`config.mk`:
```
export PLATFORM = sky130hd
export DESIGN_NAME = data_table_search
export DESIGN_NICKNAME = d
export VERILOG_FILES = /design/src/rtl/data_table_search_pkg.sv /design/src/rtl/data_table_search.sv
export SDC_FILE = /design/constraint.sdc
export NUM_CORES = 1
export LEC_CHECK = 0
export BUFFER_PORTS_ARGS = -buffer_cell sky130_fd_sc_hd__clkbuf_2
export CAP_MARGIN = 20
export CELL_PAD_IN_SITES_DETAIL_PLACEMENT = 2
export CELL_PAD_IN_SITES_GLOBAL_PLACEMENT = 2
export CORE_UTILIZATION = 35
export CTS_CLUSTER_DIAMETER = 40
export DETAILED_ROUTE_END_ITERATION = 10
export MAX_ROUTING_LAYER = met4
export PLACE_DENSITY_LB_ADDON = 0.05
export SLEW_MARGIN = 10
export SYNTH_ARGS = -nofsm -noshare
export SYNTH_HDL_FRONTEND = slang
export SYNTH_SLANG_ARGS = --single-unit
```
`constraint.sdc`:
```
create_clock -name clk_i -period 5.9 [get_ports clk_i]
set_clock_uncertainty 0.2 [all_clocks]
set_input_delay 0.295 -clock clk_i [delete_from_list [all_inputs] [get_ports clk_i]]
set_output_delay 0.295 -clock clk_i [all_outputs]
set_load 0.01 [all_outputs]
```
`src/rtl/data_table_search_pkg.sv`:
```
// Shared types and constants for the hash-table search pipeline: request,
// data RAM entry and search result layouts.
package data_table_search_pkg;

   localparam int unsigned HT_PTR_WIDTH    = 8;
   localparam int unsigned KEY_WIDTH       = 16;
   localparam int unsigned VALUE_WIDTH     = 16;
   localparam int unsigned BUCKET_WIDTH    = 8;
   localparam int unsigned MAX_CHAIN_LEN   = 8;

   typedef enum logic [1:0] {
      OP_SEARCH = 2'd0,
      OP_INSERT = 2'd1,
      OP_DELETE = 2'd2
   } ht_opcode_e;

   typedef struct packed {
      ht_opcode_e             opcode;
      logic [KEY_WIDTH-1:0]   key;
   } ht_cmd_t;

   typedef struct packed {
      ht_cmd_t                  cmd;
      logic [BUCKET_WIDTH-1:0]  bucket;
      logic [HT_PTR_WIDTH-1:0]  head_ptr;
      logic                     head_ptr_val;
   } ht_pdata_t;

   typedef struct packed {
      logic [KEY_WIDTH-1:0]     key;
      logic [VALUE_WIDTH-1:0]   value;
      logic [HT_PTR_WIDTH-1:0]  next_ptr;
      logic                     next_ptr_val;
   } data_ram_data_t;

   typedef struct packed {
      ht_pdata_t                pdata;
      logic                     found;
      logic [HT_PTR_WIDTH-1:0]  found_ptr;
      logic [HT_PTR_WIDTH-1:0]  prev_ptr;
      logic                     prev_ptr_val;
      logic [VALUE_WIDTH-1:0]   value;
      logic                     chain_err;
   } ht_search_result_t;

   typedef enum logic [1:0] {
      ST_IDLE  = 2'd0,
      ST_CHECK = 2'd1,
      ST_OUT   = 2'd2
   } dts_state_e;

endpackage

```
`src/rtl/data_table_search.sv`:
```
// Walks one bucket's linked list in the data RAM per request and emits a
// registered hit/miss result with matched, predecessor and tail pointers.
module data_table_search
   import data_table_search_pkg::*;
#(
   parameter int unsigned MAX_CHAIN = MAX_CHAIN_LEN,
   parameter int unsigned PTR_WIDTH = HT_PTR_WIDTH
) (
   input  logic                                  clk_i,
   input  logic                                  rst_i,
   input  logic [$bits(ht_pdata_t)-1:0]          pdata_in_i,
   input  logic                                  pdata_in_valid_i,
   output logic                                  pdata_in_ready_o,
   output logic [PTR_WIDTH-1:0]                  rd_addr_o,
   output logic                                  rd_en_o,
   input  logic [$bits(data_ram_data_t)-1:0]     rd_data_i,
   output logic [$bits(ht_search_result_t)-1:0]  result_o,
   output logic                                  result_valid_o,
   input  logic                                  result_ready_i
);

   localparam int unsigned HOP_W = $clog2(MAX_CHAIN + 1);

   dts_state_e               state_q, state_d;
   ht_pdata_t                pdata_in;
   ht_pdata_t                pdata_q, pdata_d;
   data_ram_data_t           rd_data;
   ht_search_result_t        result_q, result_d;
   logic                     result_valid_q, result_valid_d;
   logic [HT_PTR_WIDTH-1:0]  cur_ptr_q, cur_ptr_d;
   logic [HT_PTR_WIDTH-1:0]  prev_ptr_q, prev_ptr_d;
   logic                     prev_ptr_val_q, prev_ptr_val_d;
   logic [HOP_W-1:0]         hop_q, hop_d;
   logic [HT_PTR_WIDTH-1:0]  rd_addr_c;
   logic                     rd_en_c;
   logic                     accept;
   logic                     key_hit;

   assign pdata_in = ht_pdata_t'(pdata_in_i);
   assign rd_data  = data_ram_data_t'(rd_data_i);

   // Reset is asynchronous, so the handshake outputs are also masked by it directly.
   assign pdata_in_ready_o = (state_q == ST_IDLE) && !rst_i;
   assign accept           = pdata_in_valid_i && pdata_in_ready_o;
   assign key_hit          = (rd_data.key == pdata_q.cmd.key);

   assign rd_addr_o      = PTR_WIDTH'(rd_addr_c);
   assign rd_en_o        = rd_en_c && !rst_i;
   assign result_o       = result_q;
   assign result_valid_o = result_valid_q;

   always_comb begin
      state_d        = state_q;
      pdata_d        = pdata_q;
      result_d       = result_q;
      result_valid_d = result_valid_q;
      cur_ptr_d      = cur_ptr_q;
      prev_ptr_d     = prev_ptr_q;
      prev_ptr_val_d = prev_ptr_val_q;
      hop_d          = hop_q;
      rd_addr_c      = pdata_in.head_ptr;
      rd_en_c        = 1'b0;

      unique case (state_q)
         ST_IDLE: begin
            rd_addr_c = pdata_in.head_ptr;
            rd_en_c   = accept && pdata_in.head_ptr_val;
            if (accept) begin
               pdata_d        = pdata_in;
               prev_ptr_d     = '0;
               prev_ptr_val_d = 1'b0;
               if (pdata_in.head_ptr_val) begin
                  state_d   = ST_CHECK;
                  cur_ptr_d = pdata_in.head_ptr;
                  hop_d     = HOP_W'(1);
               end else begin
                  state_d        = ST_OUT;
                  result_d       = '0;
                  result_d.pdata = pdata_in;
                  result_valid_d = 1'b1;
               end
            end
         end

         ST_CHECK: begin
            rd_addr_c = rd_data.next_ptr;
            if (key_hit) begin
               state_d               = ST_OUT;
               result_d              = '0;
               result_d.pdata        = pdata_q;
               result_d.found        = 1'b1;
               result_d.found_ptr    = cur_ptr_q;
               result_d.prev_ptr     = prev_ptr_q;
               result_d.prev_ptr_val = prev_ptr_val_q;
               result_d.value        = rd_data.value;
               result_valid_d        = 1'b1;
            end else if (!rd_data.next_ptr_val) begin
               // Miss at the tail: report the tail so an insert can append to it.
               state_d               = ST_OUT;
               result_d              = '0;
               result_d.pdata        = pdata_q;
               result_d.prev_ptr     = cur_ptr_q;
               result_d.prev_ptr_val = 1'b1;
               result_valid_d        = 1'b1;
            end else if (hop_q == HOP_W'(MAX_CHAIN)) begin
               state_d               = ST_OUT;
               result_d              = '0;
               result_d.pdata        = pdata_q;
               result_d.prev_ptr     = prev_ptr_q;
               result_d.prev_ptr_val = prev_ptr_val_q;
               result_d.chain_err    = 1'b1;
               result_valid_d        = 1'b1;
            end else begin
               rd_en_c        = 1'b1;
               prev_ptr_d     = cur_ptr_q;
               prev_ptr_val_d = 1'b1;
               cur_ptr_d      = rd_data.next_ptr;
               hop_d          = hop_q + HOP_W'(1);
            end
         end

         ST_OUT: begin
            if (result_ready_i) begin
               state_d        = ST_IDLE;
               result_valid_d = 1'b0;
            end
         end

         default: begin
            state_d        = ST_IDLE;
            result_valid_d = 1'b0;
         end
      endcase
   end

   always_ff @(posedge clk_i or posedge rst_i) begin
      if (rst_i) begin
         state_q        <= ST_IDLE;
         pdata_q        <= '0;
         result_q       <= '0;
         result_valid_q <= 1'b0;
         cur_ptr_q      <= '0;
         prev_ptr_q     <= '0;
         prev_ptr_val_q <= 1'b0;
         hop_q          <= '0;
      end else begin
         state_q        <= state_d;
         pdata_q        <= pdata_d;
         result_q       <= result_d;
         result_valid_q <= result_valid_d;
         cur_ptr_q      <= cur_ptr_d;
         prev_ptr_q     <= prev_ptr_d;
         prev_ptr_val_q <= prev_ptr_val_d;
         hop_q          <= hop_d;
      end
   end

`ifndef SYNTHESIS
   always_ff @(posedge clk_i) begin
      if (!rst_i && result_valid_q && result_ready_i) begin
         $display("data_table_search: op=%0d key=%0h found=%0b found_ptr=%0h chain_err=%0b",
                  result_q.pdata.cmd.opcode, result_q.pdata.cmd.key, result_q.found,
                  result_q.found_ptr, result_q.chain_err);
      end
   end
`endif

endmodule

```
==> results of run 1 <==
## state kept, by name, indices dropped and copies added (netlist names)
name and count:
prev_ptr_q 8, hop_q 4, cur_ptr_q 8, state_q 2, prev_ptr_val_q 1, result_o 70, pdata_q 35, result_valid_o 1
## critical path: stages, from the launching register on
cell,delay [ns]
dfrtp_1,0.40
xor2_1,0.36
nor4_1,0.12
and4_1,0.29
o21ai_4,0.83
buf_4,0.63
mux2_2,0.40
## through the flow
step | instances | total power, mW
floorplan | 551 | 2.12
global placement | 905 | 2.49
detailed placement | 905 | 2.57
CTS | 989 | 3.61
finish | 990 | 3.56
global route | 990 | 3.78
## where the power goes
group / internal (mW) / switching (mW) / leakage (nW)
logic: 0.480 / 0.617 / 2.21
clock network: 0.574 / 0.409 / 0.257
registers: 1.21 / 0.269 / 1.64
## path summary, 6_finish.rpt
kind / start / to / slack [ns] / cells past startpoint
max: pdata_q[18] / result_o[62] / 2.46 / 6
max reg2reg: pdata_q[18] / result_o[62] / 2.46 / 6
max in group asynchronous: rst_i / pdata_q[14] / 3.78 / 4
min reg2reg: pdata_q[2] / pdata_q[2] / 0.28 / 2
min: rd_data_i[8] / cur_ptr_q[7] / 0.04 / 4
min in group asynchronous: rst_i / result_o[11] / 0.39 / 3
## layer usage
layer / share of wire / wire, um / GRT usage
met5: 0 / 0 / -
met4: 0.011 / 210 / 0.0636
met3: 0.037 / 711 / 0.0467
met2: 0.52 / 9940 / 0.436
met1: 0.43 / 8130 / 0.283
## what timing repair did
action                                 4_1_cts  5_1_grt
resized for setup                            0        0
endpoints found under the hold margin      115        0
hold buffers                                53        0
## cell type report
cell class | count | area, um2
fillers | 1689 | 8130
flip-flops and latches | 129 | 3230
multi-input cells | 385 | 2330
repair buffers | 222 | 1410
clock buffers | 17 | 425
well taps | 216 | 270
clock inverters | 14 | 119
inverters | 7 | 36.3
## cell usage in the layout, fill, tap and decap left out, types with 8 or more instances in the layout
cell type	count
dfrtp_1	129
a22o_1	33
mux2_1	32
xor2_1	16
o2bb2ai_1	10
clkbuf_16	17
mux2i_1	11
dlygate4sd3_1	53
mux2_4	8
nand2_1	232
clkbuf_2	160
buf_4	8
## logic make-up after synthesis
group	after synthesis	share of synthesized area
AND/OR/NAND/NOR	256	0.181
AO/OA/AOI/OAI	57	0.0853
XOR/XNOR	16	0.0244
multiplexers	54	0.109
buffers and inverters	37	0.0331
flip-flops	129	0.563
adder cells (fa/ha/maj)	2	0.00436
==> load_flow_metrics.sql, run 1 <==
INSERT INTO impl_metrics (metric_group, metric, value, unit) VALUES
('grt', 'wire_length_of_the_first_global_routing_pass', '30.0', 'mm'),
('sta', 'max_freq', '291', 'MHz'),
('final_layout', 'fin_util', '0.490', ''),
('synth', 'synth_warnings', '0', ''),
('grt', 'grt_antenna_before_repair', '0', ''),
('clock_tree', 'clock_sink_count', '129', ''),
('place', 'gp_congestion', '0.788', ''),
('synth', 'synth.top_cells.by_count', 'nand2_1 (232), dfrtp_1 (129), a22o_1 (33)', ''),
('sta', 'timing.hold.ws', '0.0366', 'ns'),
('sta', 'fin_ws', '2.46', 'ns'),
('clock_tree', 'clock_tree.root_cell', 'clkbuf_16', ''),
('synth', 'synth.yosys.seq_area_share', '0.563', ''),
('grt', 'grt_use_total', '0.245', ''),
('sta', 'period_minus_slack', '3.44', 'ns'),
('setup_path', 'start_kind', 'flip-flop', ''),
('floorplanning', 'die_outline_area', '0.0169', 'mm2'),
('setup_path', 'cp_data_required_time', '6.00', 'ns'),
('synth', 'yosys_most_used_dff', 'dfrtp_1', ''),
('place', 'dp_worst_setup_slack', '2.44', 'ns'),
('sta', 'layout_worst_path_cycle_share', '0.582', ''),
('clock_tree', 'tritoncts_clock_tree', 'built', ''),
('synth', 'syn_nets', '633', ''),
('place', 'dp_hpwl', '12.0', 'mm'),
('sta', 'slew_headroom', '0.310', ''),
('final_layout', 'final_layout_size_suffix_gt1_frac', '0.286', ''),
('clock_tree', 'clk_pin_slew', '0.06', 'ns'),
('grt', 'first_global_vias', '5523', ''),
('grt', 'largest_net_degree_at_the_start_of_global_routing', '68', ''),
('final_layout', 'nNetsFinal', '844', ''),
('synth', 'number_of_synthesized_register_bits', '129', ''),
('route', 'detail_route.first_pass.iterations', '4', ''),
('status', 'result_of_the_run', 'complete, no violations', ''),
('sta', 'final-hold-violation-count', '0', ''),
('sta', 'finalSetupViolCount', '0', ''),
('floorplanning', 'die_height', '130', 'um'),
('setup_path', 'worst-endpoint-arrival', '3.54', 'ns'),
('synth', 'synthCells', '551', ''),
('run', 'max-cap-violations', '0', ''),
('synth', 'synth_top_area_cell', 'dfrtp_1', ''),
('sta', 'rsz0062_at_grt', 'false', ''),
('final_layout', 'fin_area', '0.00782', 'mm2'),
('pwr', 'static_leakage_power', '4.10', 'nW'),
('floorplanning', 'placementRows', '46', ''),
('setup_path', 'setup.worst_path.end_class', 'flip-flop', ''),
('setup_path', 'timing.critical_path.fanout_max', '44', ''),
('synth', 'synth.most_common_cell', 'nand2_1', ''),
('sta', 'setup_tns', '0', 'ns'),
('final_layout', 'syn2layout_area_growth', '36.2', '%'),
('place', 'placed_area', '0.00673', 'mm2'),
('pwr', 'power_per_cell_area', '456', 'mW/mm2'),
('route', 'finalWirelength', '19.0', 'mm'),
('clock_tree', 'numCtsBuffers', '17', ''),
('final_layout', 'diodes', '0', ''),
('synth', 'synth_edf_count', '0', ''),
('synth', 'netlist_area', '0.00574', 'mm2'),
('grt', 'grt-ovfl-total', '0', ''),
('floorplanning', 'core', '0.0159', 'mm2'),
('floorplanning', 'dieWidth', '130', 'um'),
('floorplanning', 'floorplan.initialDensity', '0.360', ''),
('clock_tree', 'clkLatencyLatePin', '0.42', 'ns'),
('route', 'detailedRoute.firstIterationViolations', '167', ''),
('clock_tree', 'maximum_buffer_depth_of_the_clock_tree', '2', ''),
('route', 'antenna_violating_nets_post_route', '0', ''),
('clock_tree', 'cts_max_level', '4', ''),
('setup_path', 'timing_worst_setup_path_type', 'flip-flop to flip-flop', ''),
('synth', 'synth_async_sr_flop_share', '1.00', ''),
('pwr', 'ir_drop', '0.000230', 'V'),
('route', 'vias_per_cell', '4.94', ''),
('synth', 'synthDominantCellAreaShare', '0.563', ''),
('clock_tree', 'post_cts_buffers', '0', ''),
('sta', 'slew_at_the_pin_with_the_worst_max_slew_slack', '1.03', 'ns'),
('synth', 'synthTopCellsByArea', 'dfrtp_1 (56%), nand2_1 (15%), mux2_1 (6.3%), a22o_1 (5.0%), xor2_1 (2.4%)', ''),
('synth', 'syn-mean-instance-area', '10.4', 'um2'),
('floorplanning', 'design.portCount', '161', ''),
('route', 'routedWlPerCell', '19.2', 'um'),
('synth', 'number_of_distinct_library_cells_after_synthesis', '40', ''),
('place', 'port_buffers', '160', ''),
('sta', 'report.final.slew_viol_count', '0', ''),
('route', 'via_count', '4886', ''),
('worst_hold_path', 'min_path_type', 'input port to flip-flop', ''),
('route', 'drcViolationCount', '0', '');
(Power assumes the default switching activity.)
==> inputs of run 2 (changes only) <==
ABC_AREA = 1   (was default)
CORE_UTILIZATION = 30   (was 35)
clock period = 3.25 ns   (was 5.9 ns; I/O delays follow)
==> run 2 against run 1 <==
Compared with the run above:
- non-clock buffer count rose by 8
- routed wire length rose by 6.4%
- area after synthesis rose by 1.2%
- largest cell class unchanged
- highest routed layer unchanged
==> load_flow_metrics.sql, run 2 <==
INSERT INTO impl_metrics (metric_group, metric, value, unit) VALUES
('setup_path', 'setup.worst_path.end_class', 'flip-flop', ''),
('floorplanning', 'design.portCount', '161', ''),
('final_layout', 'flip_flop_count_of_the_largest_register_all_copies_and_words_added', '70', ''),
('synth', 'synthTopCellsByArea', 'dfrtp_1 (56%), nand2_1 (19%), o21ai_0 (8.4%), inv_1 (4.5%), mux2i_1 (2.2%)', ''),
('route', 'vias_per_cell', '4.66', ''),
('synth', 'number_of_distinct_library_cells_after_synthesis', '25', ''),
('sta', 'rsz0062_at_grt', 'false', ''),
('grt', 'grt_antenna_before_repair', '0', ''),
('setup_path', 'timing.critical_path.slowest_cell_delay', '0.50', 'ns'),
('setup_path', 'crit_chain', 'inv_1 > nand2_1 > nand2_1 > nor2_1 > nand2_1 > nor2_1 > nand2_1 > nand3_2 > buf_4 > nand2_1 > o21ai_0 > nand2_1', ''),
('setup_path', 'start_kind', 'flip-flop', ''),
('route', 'routedWlPerCell', '16.8', 'um'),
('synth', 'syn-mean-instance-area', '8.13', 'um2'),
('setup_path', 'timing.critical_path.max_delay_family', 'simple AND/OR/NAND/NOR gates', ''),
('final_layout', 'fin_area', '0.00811', 'mm2'),
('status', 'result_of_the_run', 'complete, no violations', ''),
('route', 'detailedRoute.firstIterationViolations', '148', ''),
('setup_path', 'timing.critical_path.slowest_stage_cell', 'nand2_1', ''),
('pwr', 'total_switching_power', '2.35', 'mW'),
('grt', 'grt_use_total', '0.222', ''),
('floorplanning', 'dieWidth', '141', 'um'),
('floorplanning', 'floorplan.initialDensity', '0.308', ''),
('place', 'dp_hpwl', '13.5', 'mm'),
('synth', 'synth_async_sr_flop_share', '1.00', ''),
('final_layout', 'nNetsFinal', '1014', ''),
('sta', 'final-hold-violation-count', '0', ''),
('place', 'port_buffers', '160', ''),
('floorplanning', 'die_outline_area', '0.0199', 'mm2'),
('grt', 'wire_length_of_the_first_global_routing_pass', '33.0', 'mm'),
('route', 'drcViolationCount', '0', ''),
('place', 'gp_congestion', '0.765', ''),
('pwr', 'clockPowerShare', '0.309', ''),
('synth', 'synth_top_area_cell', 'dfrtp_1', ''),
('synth', 'synthCells', '714', ''),
('clock_tree', 'tritoncts_clock_tree', 'built', ''),
('clock_tree', 'clock_tree.root_cell', 'clkbuf_16', ''),
('final_layout', 'diodes', '0', ''),
('pwr', 'netSwitchingFraction', '0.365', ''),
('final_layout', 'filler_instances', '2129', ''),
('synth', 'number_of_synthesized_register_bits', '129', ''),
('pwr', 'power.combinational.fraction', '0.307', ''),
('sta', 'timing.hold.ws', '0.0182', 'ns'),
('grt', 'largest_net_degree_at_the_start_of_global_routing', '118', ''),
('sta', 'slew_headroom', '0.492', ''),
('pwr', 'static_leakage_power', '4.33', 'nW'),
('clock_tree', 'clk_pin_slew', '0.06', 'ns'),
('final_layout', 'fin_util', '0.431', ''),
('synth', 'synthDominantCellAreaShare', '0.556', ''),
('setup_path', 'most_frequent_cell_on_critical_path', 'nand2_1', ''),
('sta', 'slew_at_the_pin_with_the_worst_max_slew_slack', '0.762', 'ns'),
('synth', 'netlist_area', '0.00581', 'mm2'),
('route', 'antenna_violating_nets_post_route', '0', ''),
('sta', 'finalSetupViolCount', '0', ''),
('synth', 'synth_warnings', '0', ''),
('pwr', 'ir_drop', '0.000392', 'V'),
('run', 'max-cap-violations', '0', ''),
('pwr', 'p_int', '4.10', 'mW'),
('worst_hold_path', 'min_path_type', 'input port to flip-flop', ''),
('synth', 'syn_nets', '796', ''),
('sta', 'period_minus_slack', '2.73', 'ns'),
('clock_tree', 'post_cts_buffers', '0', ''),
('setup_path', 'timing_worst_setup_path_type', 'flip-flop to flip-flop', ''),
('clock_tree', 'numCtsBuffers', '17', ''),
('floorplanning', 'core', '0.0188', 'mm2'),
('sta', 'layout_worst_path_cycle_share', '0.841', ''),
('clock_tree', 'ctsResizeCount', '0', ''),
('pwr', 'pwr-share-seq', '0.385', ''),
('route', 'finalWirelength', '20.2', 'mm'),
('route', 'via_count', '5614', ''),
('route', 'detail_route.first_pass.iterations', '4', ''),
('final_layout', 'layout.cells.most_common', 'nand2_1', ''),
('synth', 'synth.most_common_cell', 'nand2_1', ''),
('place', 'dp_worst_setup_slack', '0.533', 'ns'),
('grt', 'first_global_vias', '6342', ''),
('sta', 'setup_tns', '0', 'ns'),
('clock_tree', 'maximum_buffer_depth_of_the_clock_tree', '2', ''),
('pwr', 'power_per_cell_area', '795', 'mW/mm2'),
('sta', 'max_freq', '366', 'MHz'),
('floorplanning', 'placementRows', '50', ''),
('grt', 'grt-ovfl-total', '0', ''),
('synth', 'yosys_most_used_dff', 'dfrtp_1', ''),
('clock_tree', 'clock_sink_count', '129', ''),
('place', 'placed_area', '0.00689', 'mm2'),
('final_layout', 'final_cell_mix', 'nand2_1 (287), clkbuf_2 (160), dfrtp_1 (129)', ''),
('clock_tree', 'clkLatencyLatePin', '0.42', 'ns'),
('setup_path', 'cp_data_required_time', '3.34', 'ns'),
('setup_path', 'timing.critical_path.fanout_max', '24', ''),
('synth', 'synth.yosys.seq_area_share', '0.556', ''),
('setup_path', 'timing.critical_path.buf_inv', '2', ''),
('clock_tree', 'cts_max_level', '4', ''),
('sta', 'fin_ws', '0.515', 'ns'),
('sta', 'report.final.slew_viol_count', '0', ''),
('floorplanning', 'die_height', '141', 'um'),
('final_layout', 'final_layout_size_suffix_gt1_frac', '0.230', ''),
('synth', 'synth_edf_count', '0', ''),
('final_layout', 'syn2layout_area_growth', '39.7', '%'),
('synth', 'synth.top_cells.by_count', 'nand2_1 (287), dfrtp_1 (129), o21ai_0 (98)', ''),
('setup_path', 'worst-endpoint-arrival', '2.82', 'ns');
run 2: routing by layer:
metal | vias up | GRT usage | wire length, um
met5 | - | - | 0
met4 | 0 | 0.0761 | 356
met3 | 21 | 0.0421 | 728
met2 | 116 | 0.397 | 10700
met1 | 2818 | 0.248 | 8440
li1 | 2659 | - | -
run 2: cell families (layout without fill, tap and decap cells):
logic type | Yosys count | in the layout | share of synthesized area
xor gates and xnor gates | 2 | 2 | 0.00302
buffers and inverters | 103 | 333 | 0.0711
adders and majority gates | 2 | 2 | 0.00431
muxes | 13 | 13 | 0.0224
DFF | 129 | 129 | 0.556
and+or+nand+nor | 350 | 350 | 0.239
AOI/OAI and AO/OA | 115 | 115 | 0.104
run 2: final cells by class:
| class | instances | area [um2] | share of cell area |
|---|---|---|---|
| clock inverters | 12 | 155 | 0.0191 |
| inverters | 72 | 274 | 0.0338 |
| clock buffers | 19 | 453 | 0.0558 |
| repair buffers | 230 | 1500 | 0.185 |
| multi-input cells | 482 | 2170 | 0.268 |
| well taps | 260 | 325 | 0.0401 |
| flip-flops and latches | 129 | 3230 | 0.398 |
run 2: what timing repair did:
item	in CTS	in global routing
hold buffers	61	0
setup endpoints to repair	0	0
endpoints found under the hold margin	104	0
run 2: per-stage QoR:
| stage | power [mW] | instances |
|---|---|---|
| 2_1_floorplan | 3.67 | 714 |
| 3_3_place_gp | 4.31 | 1112 |
| 3_5_place_dp | 4.46 | 1112 |
| 4_1_cts | 6.55 | 1204 |
| 5_1_grt | 6.89 | 1204 |
| 6_report | 6.45 | 1204 |
run 2: final timing paths:
check,from,endpoint,slack (ns),cells past startpoint
max,pdata_q[19],hop_q[0],0.52,12
max in group asynchronous,rst_i,pdata_q[27],1.70,4
min,rd_data_i[5],cur_ptr_q[4],0.02,5
max reg2reg,pdata_q[19],hop_q[0],0.52,12
min in group asynchronous,rst_i,result_o[41],0.13,3
min reg2reg,result_o[42],result_o[42],0.27,2
run 2: worst register-to-register path, cell delays in order, from the launching register on:
cell	delay, ns
dfrtp_1	0.34
inv_1	0.07
nand2_1	0.08
nand2_1	0.06
nor2_1	0.14
nand2_1	0.09
nor2_1	0.18
nand2_1	0.14
nand3_2	0.12
buf_4	0.30
nand2_1	0.50
o21ai_0	0.29
nand2_1	0.09
run 2: power by group through the flow:
stage                     sequential [mW]  clock [mW]  combinational [mW]
final                                2.48        1.99                1.98
after floorplan                      2.52           0                1.15
after CTS                            2.49        2.04                2.03
after global placement               2.47           0                1.84
after detailed placement             2.51           0                1.95
after global routing                 2.55        2.09                2.25
